--- config.mk ---
export PLATFORM = sky130hd
export DESIGN_NAME = instruction_fetch
export DESIGN_NICKNAME = d
export VERILOG_FILES = /design/src/rtl/cpu_pkg.sv /design/src/rtl/instr_field_split.sv /design/src/rtl/instruction_fetch.sv
export SDC_FILE = /design/constraint.sdc
export NUM_CORES = 1
export LEC_CHECK = 0
export CORE_MARGIN = 2
export CORE_UTILIZATION = 43
export CTS_CLUSTER_DIAMETER = 30
export DETAILED_ROUTE_END_ITERATION = 8
export PLACE_DENSITY = 0.89
export SLEW_MARGIN = 20
export SYNTH_ARGS = -nofsm -noshare
export SYNTH_HDL_FRONTEND = slang
export SYNTH_SLANG_ARGS = --single-unit
--- constraint.sdc ---
create_clock -name Clk -period 3.5 [get_ports Clk]
set_clock_uncertainty 0.15 [all_clocks]
set_input_delay 0.7 -clock Clk [delete_from_list [all_inputs] [get_ports Clk]]
set_output_delay 0.7 -clock Clk [all_outputs]
set_load 0.01 [all_outputs]
--- src/rtl/cpu_pkg.sv ---
// Shared definitions for the CPU front end: field positions of the
// instruction word, fetch defaults and the fetch-state encoding.
package cpu_pkg;

    // Default RAM word-address width and the word that stops fetch.
    localparam int          ADDR_W_DEF    = 16;
    localparam logic [31:0] HALT_WORD_DEF = 32'hFFFF_FFFF;

    // Field bit positions inside a 32-bit instruction word.
    localparam int COND_MSB      = 31;
    localparam int COND_LSB      = 28;
    localparam int OPCODE_MSB    = 27;
    localparam int OPCODE_LSB    = 24;
    localparam int S_BIT         = 23;
    localparam int DEST_MSB      = 22;
    localparam int DEST_LSB      = 19;
    localparam int SRC2_MSB      = 18;
    localparam int SRC2_LSB      = 15;
    localparam int SRC1_MSB      = 14;
    localparam int SRC1_LSB      = 11;
    localparam int SHIFT_MSB     = 10;
    localparam int SHIFT_LSB     = 6;
    localparam int MOV_MSB       = 18;
    localparam int MOV_LSB       = 3;

    // Lowest bit any field looks at; bits below it carry no decoded meaning.
    localparam int FIELD_LOW_BIT = 3;

    // Fetch sequencer states (legacy-compatible constant encoding).
    typedef logic [1:0] fetch_state_t;
    localparam fetch_state_t ST_FETCH = 2'd0;
    localparam fetch_state_t ST_LATCH = 2'd1;
    localparam fetch_state_t ST_HOLD  = 2'd2;
    localparam fetch_state_t ST_HALT  = 2'd3;

endpackage

--- src/rtl/instr_field_split.sv ---
// Combinational splitter: slices an instruction word into its fields.
// Only bits FIELD_LOW_BIT and above are decoded, so only those are taken in.
module instr_field_split
    import cpu_pkg::*;
(
    input  logic [31:FIELD_LOW_BIT] word_bits,
    output logic [3:0]              Cond,
    output logic [3:0]              OpCode,
    output logic                    S,
    output logic [3:0]              destination,
    output logic [3:0]              source_2,
    output logic [3:0]              source_1,
    output logic [4:0]              IV_ShiftRor,
    output logic [15:0]             IV_Mov
);

    // Pure bit slicing; fields overlap by design (IV_Mov spans source fields).
    always_comb begin
        Cond        = word_bits[COND_MSB:COND_LSB];
        OpCode      = word_bits[OPCODE_MSB:OPCODE_LSB];
        S           = word_bits[S_BIT];
        destination = word_bits[DEST_MSB:DEST_LSB];
        source_2    = word_bits[SRC2_MSB:SRC2_LSB];
        source_1    = word_bits[SRC1_MSB:SRC1_LSB];
        IV_ShiftRor = word_bits[SHIFT_MSB:SHIFT_LSB];
        IV_Mov      = word_bits[MOV_MSB:MOV_LSB];
    end

endmodule

--- src/rtl/instruction_fetch.sv ---
// Front-end fetch stage: owns the program counter, reads the instruction
// RAM once per word, holds the word under a valid/stall handshake, and
// handles branch redirect and halt detection.
module instruction_fetch
    import cpu_pkg::*;
#(
    parameter int                ADDR_W    = ADDR_W_DEF,
    parameter logic [ADDR_W-1:0] PC_RESET  = 16'h0000,
    parameter logic [31:0]       HALT_WORD = HALT_WORD_DEF
) (
    input  logic              Clk,
    input  logic              Reset,
    input  logic              Stall,
    input  logic              Branch_en,
    input  logic [ADDR_W-1:0] Branch_addr,
    output logic              Enable,
    output logic              RW_ram,
    output logic [ADDR_W-1:0] Address_in,
    input  logic [31:0]       Out,
    output logic [31:0]       instruction,
    output logic              Instr_valid,
    output logic [ADDR_W-1:0] PC,
    output logic              Halted,
    output logic [3:0]        Cond,
    output logic [3:0]        OpCode,
    output logic              S,
    output logic [3:0]        destination,
    output logic [3:0]        source_2,
    output logic [3:0]        source_1,
    output logic [4:0]        IV_ShiftRor,
    output logic [15:0]       IV_Mov
);

    localparam logic [ADDR_W-1:0] PC_ONE = {{(ADDR_W-1){1'b0}}, 1'b1};

    fetch_state_t      state_r;
    logic [ADDR_W-1:0] fetch_pc_r;
    logic [ADDR_W-1:0] pc_r;
    logic [31:0]       instruction_r;
    logic              instr_valid_r;
    logic              halted_r;

    // Sequencer: Reset first, then branch redirect, then normal state flow.
    always_ff @(posedge Clk) begin
        if (Reset) begin
            state_r       <= ST_FETCH;
            fetch_pc_r    <= PC_RESET;
            pc_r          <= PC_RESET;
            instruction_r <= 32'h0000_0000;
            instr_valid_r <= 1'b0;
            halted_r      <= 1'b0;
        end else if (Branch_en) begin
            // Any read in flight and any held word are dropped.
            fetch_pc_r    <= Branch_addr;
            instr_valid_r <= 1'b0;
            halted_r      <= 1'b0;
            state_r       <= ST_FETCH;
        end else begin
            case (state_r)
                ST_FETCH: begin
                    state_r <= ST_LATCH;
                end
                ST_LATCH: begin
                    instruction_r <= Out;
                    pc_r          <= fetch_pc_r;
                    fetch_pc_r    <= fetch_pc_r + PC_ONE;
                    if (Out == HALT_WORD) begin
                        instr_valid_r <= 1'b0;
                        halted_r      <= 1'b1;
                        state_r       <= ST_HALT;
                    end else begin
                        instr_valid_r <= 1'b1;
                        state_r       <= ST_HOLD;
                    end
                end
                ST_HOLD: begin
                    if (Stall) begin
                        state_r <= ST_HOLD;
                    end else begin
                        instr_valid_r <= 1'b0;
                        state_r       <= ST_FETCH;
                    end
                end
                ST_HALT: begin
                    state_r <= ST_HALT;
                end
                default: begin
                    instr_valid_r <= 1'b0;
                    state_r       <= ST_FETCH;
                end
            endcase
        end
    end

    // RAM request: one read per word, issued only in FETCH and never while
    // Reset is asserted, so the first read lands the cycle after Reset drops.
    always_comb begin
        Enable     = (state_r == ST_FETCH) && !Reset;
        RW_ram     = 1'b1;
        Address_in = fetch_pc_r;
    end

    // Registered state presented to downstream stages.
    always_comb begin
        instruction = instruction_r;
        Instr_valid = instr_valid_r;
        PC          = pc_r;
        Halted      = halted_r;
    end

    instr_field_split u_split (
        .word_bits   (instruction_r[31:FIELD_LOW_BIT]),
        .Cond        (Cond),
        .OpCode      (OpCode),
        .S           (S),
        .destination (destination),
        .source_2    (source_2),
        .source_1    (source_1),
        .IV_ShiftRor (IV_ShiftRor),
        .IV_Mov      (IV_Mov)
    );

endmodule

==> flow_summary.json, run 1 <==
{
  "yosys.area.top_type_share_pct": 42.9,
  "period_needed_ns": 2.62,
  "cts_sinks": 68,
  "fin_nets": 560,
  "postSynthAreaPerCell_sq_um": 7.98,
  "synth_cell_types": 37,
  "critPathKind": "input port to flip-flop",
  "total_power_mw": 1.65,
  "layout.area.seq_sq_um": 1360,
  "tritoncts_clock_tree": "yes",
  "detail_route.vias_per_cell": 5.05,
  "port_buffers": 160,
  "die_height_um": 89.9,
  "detail_route.drc_violations": 0,
  "die-width_um": 89.9,
  "finalSetupTns_ns": 0,
  "setup_violations": 0,
  "core_area_sq_um": 7210,
  "grt-ovfl-total": 0,
  "first_global_vias": 3018,
  "synth.most_common_cell": "nand2_1",
  "io_pins": 162,
  "netlist_area_sq_um": 3170,
  "power.switching_mw": 0.426,
  "worst_path_largest_cell_delay_ns": 0.86,
  "synth-edff-count": 0,
  "worstPathRequired_ns": 3.60,
  "report.final.hold_viol_count": 0,
  "path_clk_slew_ns": 0.07,
  "route.antenna.remaining_nets": 0,
  "cp_data_arrival_time_ns": 2.72,
  "p_sw_share_pct": 25.8,
  "diodes_inserted": 0,
  "initial_antenna_violation_count": 0,
  "fillCellCount": 620,
  "power.static_leakage_nw": 1.69,
  "final_min_period_over_clock_period_pct": 74.9,
  "clock_tree.root_cell": "clkbuf_8",
  "post_drt_wl_per_cell_um": 14.6,
  "post-dp-hpwl_um": 6410,
  "timing.slew.headroom_pct": 35.9,
  "power.internal_mw": 1.23,
  "clock_power_share_pct": 32.5,
  "drt-total-wl_um": 8880,
  "synth_commonest_cells": "nand2_1, dfxtp_1, a21oi_1",
  "asyncSetResetFlopFracSynth_pct": 0,
  "final_layout_size_suffix_gt1_share_pct": 5.69,
  "post_cts_resize_count": 0,
  "yosys_register_bits": 68,
  "fmaxAchievable_mhz": 382,
  "numCtsBuffers": 9,
  "dr_total_vias": 3073,
  "multi_input_area_sq_um": 1360,
  "sequential_power_share_pct": 50.8,
  "initial_core_util_pct": 44.0,
  "timing.final.max_slew_violations": 0,
  "tightestPinTransition_ns": 0.962,
  "cp_slowest_cell": "nand2b_2",
  "floorplan.rows": 31,
  "grt_start_max_net_pins": 71,
  "largest_area_contributor_in_the_netlist": "dfxtp_1",
  "areaGrowthSynthToFinish_pct": 47.7,
  "crit_path_start_kind": "input port",
  "clkLatencyLatePin_ns": 0.33,
  "track_usage_pct": 21.8,
  "cts_setup_buffers": 0,
  "power_per_cell_area_nw_per_um2": 353,
  "ys.warnings.count": 0,
  "rr_worst_depth": 4,
  "post_cts_hold_buffer_count": 0,
  "worstHoldPathType": "flip-flop to flip-flop",
  "ys_seq_area_share_pct": 42.9,
  "post_synth_inst_count": 398,
  "worst_ir_drop_vdd_mv": 0.201,
  "synth_ff_type": "dfxtp_1",
  "gp_congestion": 0.791,
  "first_pass_grt_wire_length_um": 14600,
  "design.die.area_sq_um": 8090,
  "synth_fp_nets": 451,
  "drt_iter0_markers": 120,
  "setup_repair_after_global_routing_missed_its_margin": "no",
  "hold_path_depth": 2,
  "detailedRoute.firstPassIterationCount": 4,
  "clock_tree.buffer_depth": 2,
  "crit_chain": "clkdlybuf4s50_1 -> nand2b_2 -> nand2_1 -> a21oi_1",
  "cap_violations": 0,
  "dp_worst_setup_slack_ns": 0.499,
  "critical_path.max_fanout": 48,
  "pwr-share-comb_pct": 16.6,
  "final_core_util_pct": 65.0,
  "htreeDepth": 3,
  "ys_top_cells_by_area": "dfxtp_1, nand2_1, buf_4",
  "end_kind": "flip-flop",
  "outcome": "finished, final reports clean",
  "setup_ws_ns": 0.879
}
## path summary, 6_finish.rpt
path                endpoint  startpoint  slack (ns)
min                   PC[13]      PC[13]        0.31
max reg2reg  instruction[29]  state_r[0]        1.37
min reg2reg           PC[13]      PC[13]        0.31
max          instruction[29]   Branch_en        0.88
## logic make-up (layout without fill, tap and decap cells)
kind of cell    after synthesis  count (layout)  synth area share [%]
flops                        68              68                  42.9
buf+inv                      78             190                  14.6
simple gates                156             156                  23.8
xor+xnor                     11              11                  3.04
compound gates               79              79                  13.8
other cells                   1               1                 0.118
fa+ha+maj                     1               1                 0.394
mux                           4               4                  1.30
## cells in the final DEF (no fill, tap or decap), types with 4 or more instances in the layout
cell type,n
nor3_1,7
nor2_1,5
dfxtp_1,68
xor2_1,7
nand4_1,10
xnor2_1,4
inv_1,13
nand3_1,5
a21oi_1,59
clkbuf_8,10
nand2_1,106
clkdlybuf4s50_1,159
o21a_1,9
## layer usage
layer	global-route usage, %	share of wire [%]
met5	0	0
met4	7.05	1.6
met3	6.12	7.3
met2	38.7	49
met1	25.5	42
## per-stage QoR
step	hold WS, ns	std cells	instance area [sq um]
after global routing	0.325	609	4690
after CTS	0.311	608	4660
after floorplan	0.329	398	3170
after global placement	0.293	594	4500
after detailed placement	0.301	594	4500
final	0.307	609	4690
## layout make-up
cell class / count / area share, %
timing repair buffer: 163 / 35.0
clock inverter: 3 / 0.320
multi-input combinational: 252 / 29.0
sequential: 68 / 29.0
inverter: 13 / 1.04
clock buffer: 11 / 3.02
tap: 99 / 2.64
## state kept, by name (all words and copies together) (netlist names)
signal	cells
state_r	2
PC	16
instruction	32
Halted	1
Instr_valid	1
Address_in	16
## power by group through the flow
stage | logic, mW | registers [mW] | clock network (mW)
finish | 0.275 | 0.840 | 0.538
detailed placement | 0.272 | 0.857 | 0
global route | 0.296 | 0.845 | 0.593
CTS | 0.273 | 0.840 | 0.552
global placement | 0.266 | 0.855 | 0
floorplan | 0.114 | 0.863 | 0
## worst max-delay path: cells and delay by family
| kind | cells | cell delay (ns) |
|---|---|---|
| and+or+nand+nor | 2 | 1.01 |
| buffers and inverters | 1 | 0.81 |
| AOI/OAI and AO/OA | 1 | 0.18 |
No activity file was read; power rests on OpenSTA's default activity.
==> run 2, diff against run 1 <==
--- a/config.mk
+++ b/config.mk
@@ -6,10 +6,10 @@
 export NUM_CORES = 1
 export LEC_CHECK = 0
 export CORE_MARGIN = 2
-export CORE_UTILIZATION = 43
+export CORE_UTILIZATION = 40
 export CTS_CLUSTER_DIAMETER = 30
 export DETAILED_ROUTE_END_ITERATION = 8
-export PLACE_DENSITY = 0.89
+export PLACE_DENSITY = 0.84
 export SLEW_MARGIN = 20
 export SYNTH_ARGS = -nofsm -noshare
 export SYNTH_HDL_FRONTEND = slang
==> constraint.sdc (replaced) <==
create_clock -name Clk -period 2.5 [get_ports Clk]
set_clock_uncertainty 0.15 [all_clocks]
set_input_delay 0.5 -clock Clk [delete_from_list [all_inputs] [get_ports Clk]]
set_output_delay 0.5 -clock Clk [all_outputs]
set_load 0.01 [all_outputs]
==> flow_summary.json, run 2 (synthesized netlist as in run 1, its figures left out) <==
{
  "outcome": "finished, final reports clean",
  "floorplan.rows": 32,
  "layout.cells.most_common": "clkdlybuf4s50_1",
  "clkLatencyLatePin_ns": 0.33,
  "post_cts_resize_count": 0,
  "io_pins": 162,
  "first_pass_grt_wire_length_um": 13600,
  "power_per_cell_area_nw_per_um2": 498,
  "initial_core_util_pct": 41.1,
  "drt_iter0_markers": 70,
  "post_cts_hold_buffer_count": 0,
  "grt_util_met2_pct": 35.3,
  "detail_route.vias_per_cell": 4.88,
  "fmaxAchievable_mhz": 464,
  "gp_congestion": 0.773,
  "die-width_um": 93.1,
  "post-dp-hpwl_um": 6170,
  "met3_usage_grt_pct": 5.32,
  "design.die.area_sq_um": 8660,
  "timing.slew.headroom_pct": 32.3,
  "timing.final.max_slew_violations": 0,
  "r2r_setup_slack_ns": 0.46,
  "final_layout_size_suffix_gt1_share_pct": 5.65,
  "setup_repair_after_global_routing_missed_its_margin": "no",
  "first_global_vias": 2874,
  "tritoncts_clock_tree": "yes",
  "critPathKind": "flip-flop to primary output",
  "rr_worst_depth": 4,
  "cp_data_arrival_time_ns": 1.50,
  "total_power_mw": 2.33,
  "final.hold.worst_slack_ns": 0.307,
  "die_height_um": 93.1,
  "cts_setup_buffers": 0,
  "dr_total_vias": 3000,
  "worst_setup_path_startpoint": "state_r[0]",
  "htreeDepth": 3,
  "post_drt_wl_per_cell_um": 13.8,
  "power.static_leakage_nw": 1.69,
  "track_usage_pct": 19.6,
  "largest_register_ffs": 32,
  "detailedRoute.firstPassIterationCount": 4,
  "core_area_sq_um": 7730,
  "gr-max-usage-layer": "met2",
  "finalSetupTns_ns": 0,
  "final_min_period_over_clock_period_pct": 86.1,
  "grt_util_met1_pct": 22.8,
  "setup_violations": 0,
  "cts_sinks": 68,
  "worstPathRequired_ns": 1.85,
  "numCtsBuffers": 9,
  "regToRegEndpoint": "instruction[19]",
  "worst_ir_drop_vdd_mv": 0.256,
  "clock_tree.root_cell": "clkbuf_8",
  "cap_violations": 0,
  "fin_nets": 561,
  "crit_end": "Enable",
  "period_needed_ns": 2.15,
  "detail_route.drc_violations": 0,
  "worstHoldPathType": "flip-flop to flip-flop",
  "path_clk_slew_ns": 0.07,
  "report.final.hold_viol_count": 0,
  "end_kind": "primary output",
  "hold_path_depth": 2,
  "crit_path_start_kind": "flip-flop",
  "critical_path.max_fanout": 7,
  "grt-ovfl-total": 0,
  "layout.cells.most_common_list": "clkdlybuf4s50_1, nand2_1, dfxtp_1, a21oi_1, inv_1",
  "drt-total-wl_um": 8500,
  "tightestPinTransition_ns": 1.01,
  "grt_start_max_net_pins": 71,
  "worst_r2r_src": "state_r[0]",
  "initial_antenna_violation_count": 0,
  "route.antenna.remaining_nets": 0,
  "port_buffers": 160,
  "areaGrowthSynthToFinish_pct": 47.6,
  "clock_tree.buffer_depth": 2,
  "diodes_inserted": 0
}
-- run 2: worst min-delay path by stage --
stage	start	slack, ns	endpoint
2_1_floorplan	Halted	0.33	Halted
3_3_place_gp	instruction[0]	0.29	instruction[0]
3_5_place_dp	instruction[0]	0.30	instruction[0]
4_1_cts	instruction[0]	0.31	instruction[0]
5_1_grt	PC[7]	0.33	PC[7]
6_report	PC[2]	0.31	PC[2]
-- run 2: stage by stage --
step | setup slack [ns] | util [%] | cell area (sq um) | cells
global placement | 0.172 | 58.5 | 4520 | 599
global route | 0.186 | 60.6 | 4690 | 615
floorplan | 0.731 | - | 3170 | 398
finish | 0.347 | 60.6 | 4690 | 615
CTS | 0.297 | 60.6 | 4690 | 615
detailed placement | 0.0897 | 58.5 | 4520 | 599
-- run 2: power by group --
part           switching, mW  internal (mW)  leakage [nW]
Sequential            0.0496           1.12         0.554
Combinational          0.160          0.220          1.05
Clock                  0.393          0.386        0.0844
-- run 2: critical path: stages (launching register included) --
cell	delay (ns)
dfxtp_1	0.37
nor3_1	0.21
clkdlybuf4s50_1	0.60
-- run 2: cell type report --
type                       instances  area [sq um]
fill                             678          3040
timing repair buffer             164          1630
sequential                        68          1360
multi-input combinational        252          1360
clock buffer                      14           153
tap                              102           128
inverter                          13          48.8
clock inverter                     2          10.0
-- run 2: routing by layer --
metal,routed length (um),up-vias
li1,-,1501
met1,3530,1361
met2,4250,132
met3,671,6
met4,45,0
met5,0,-
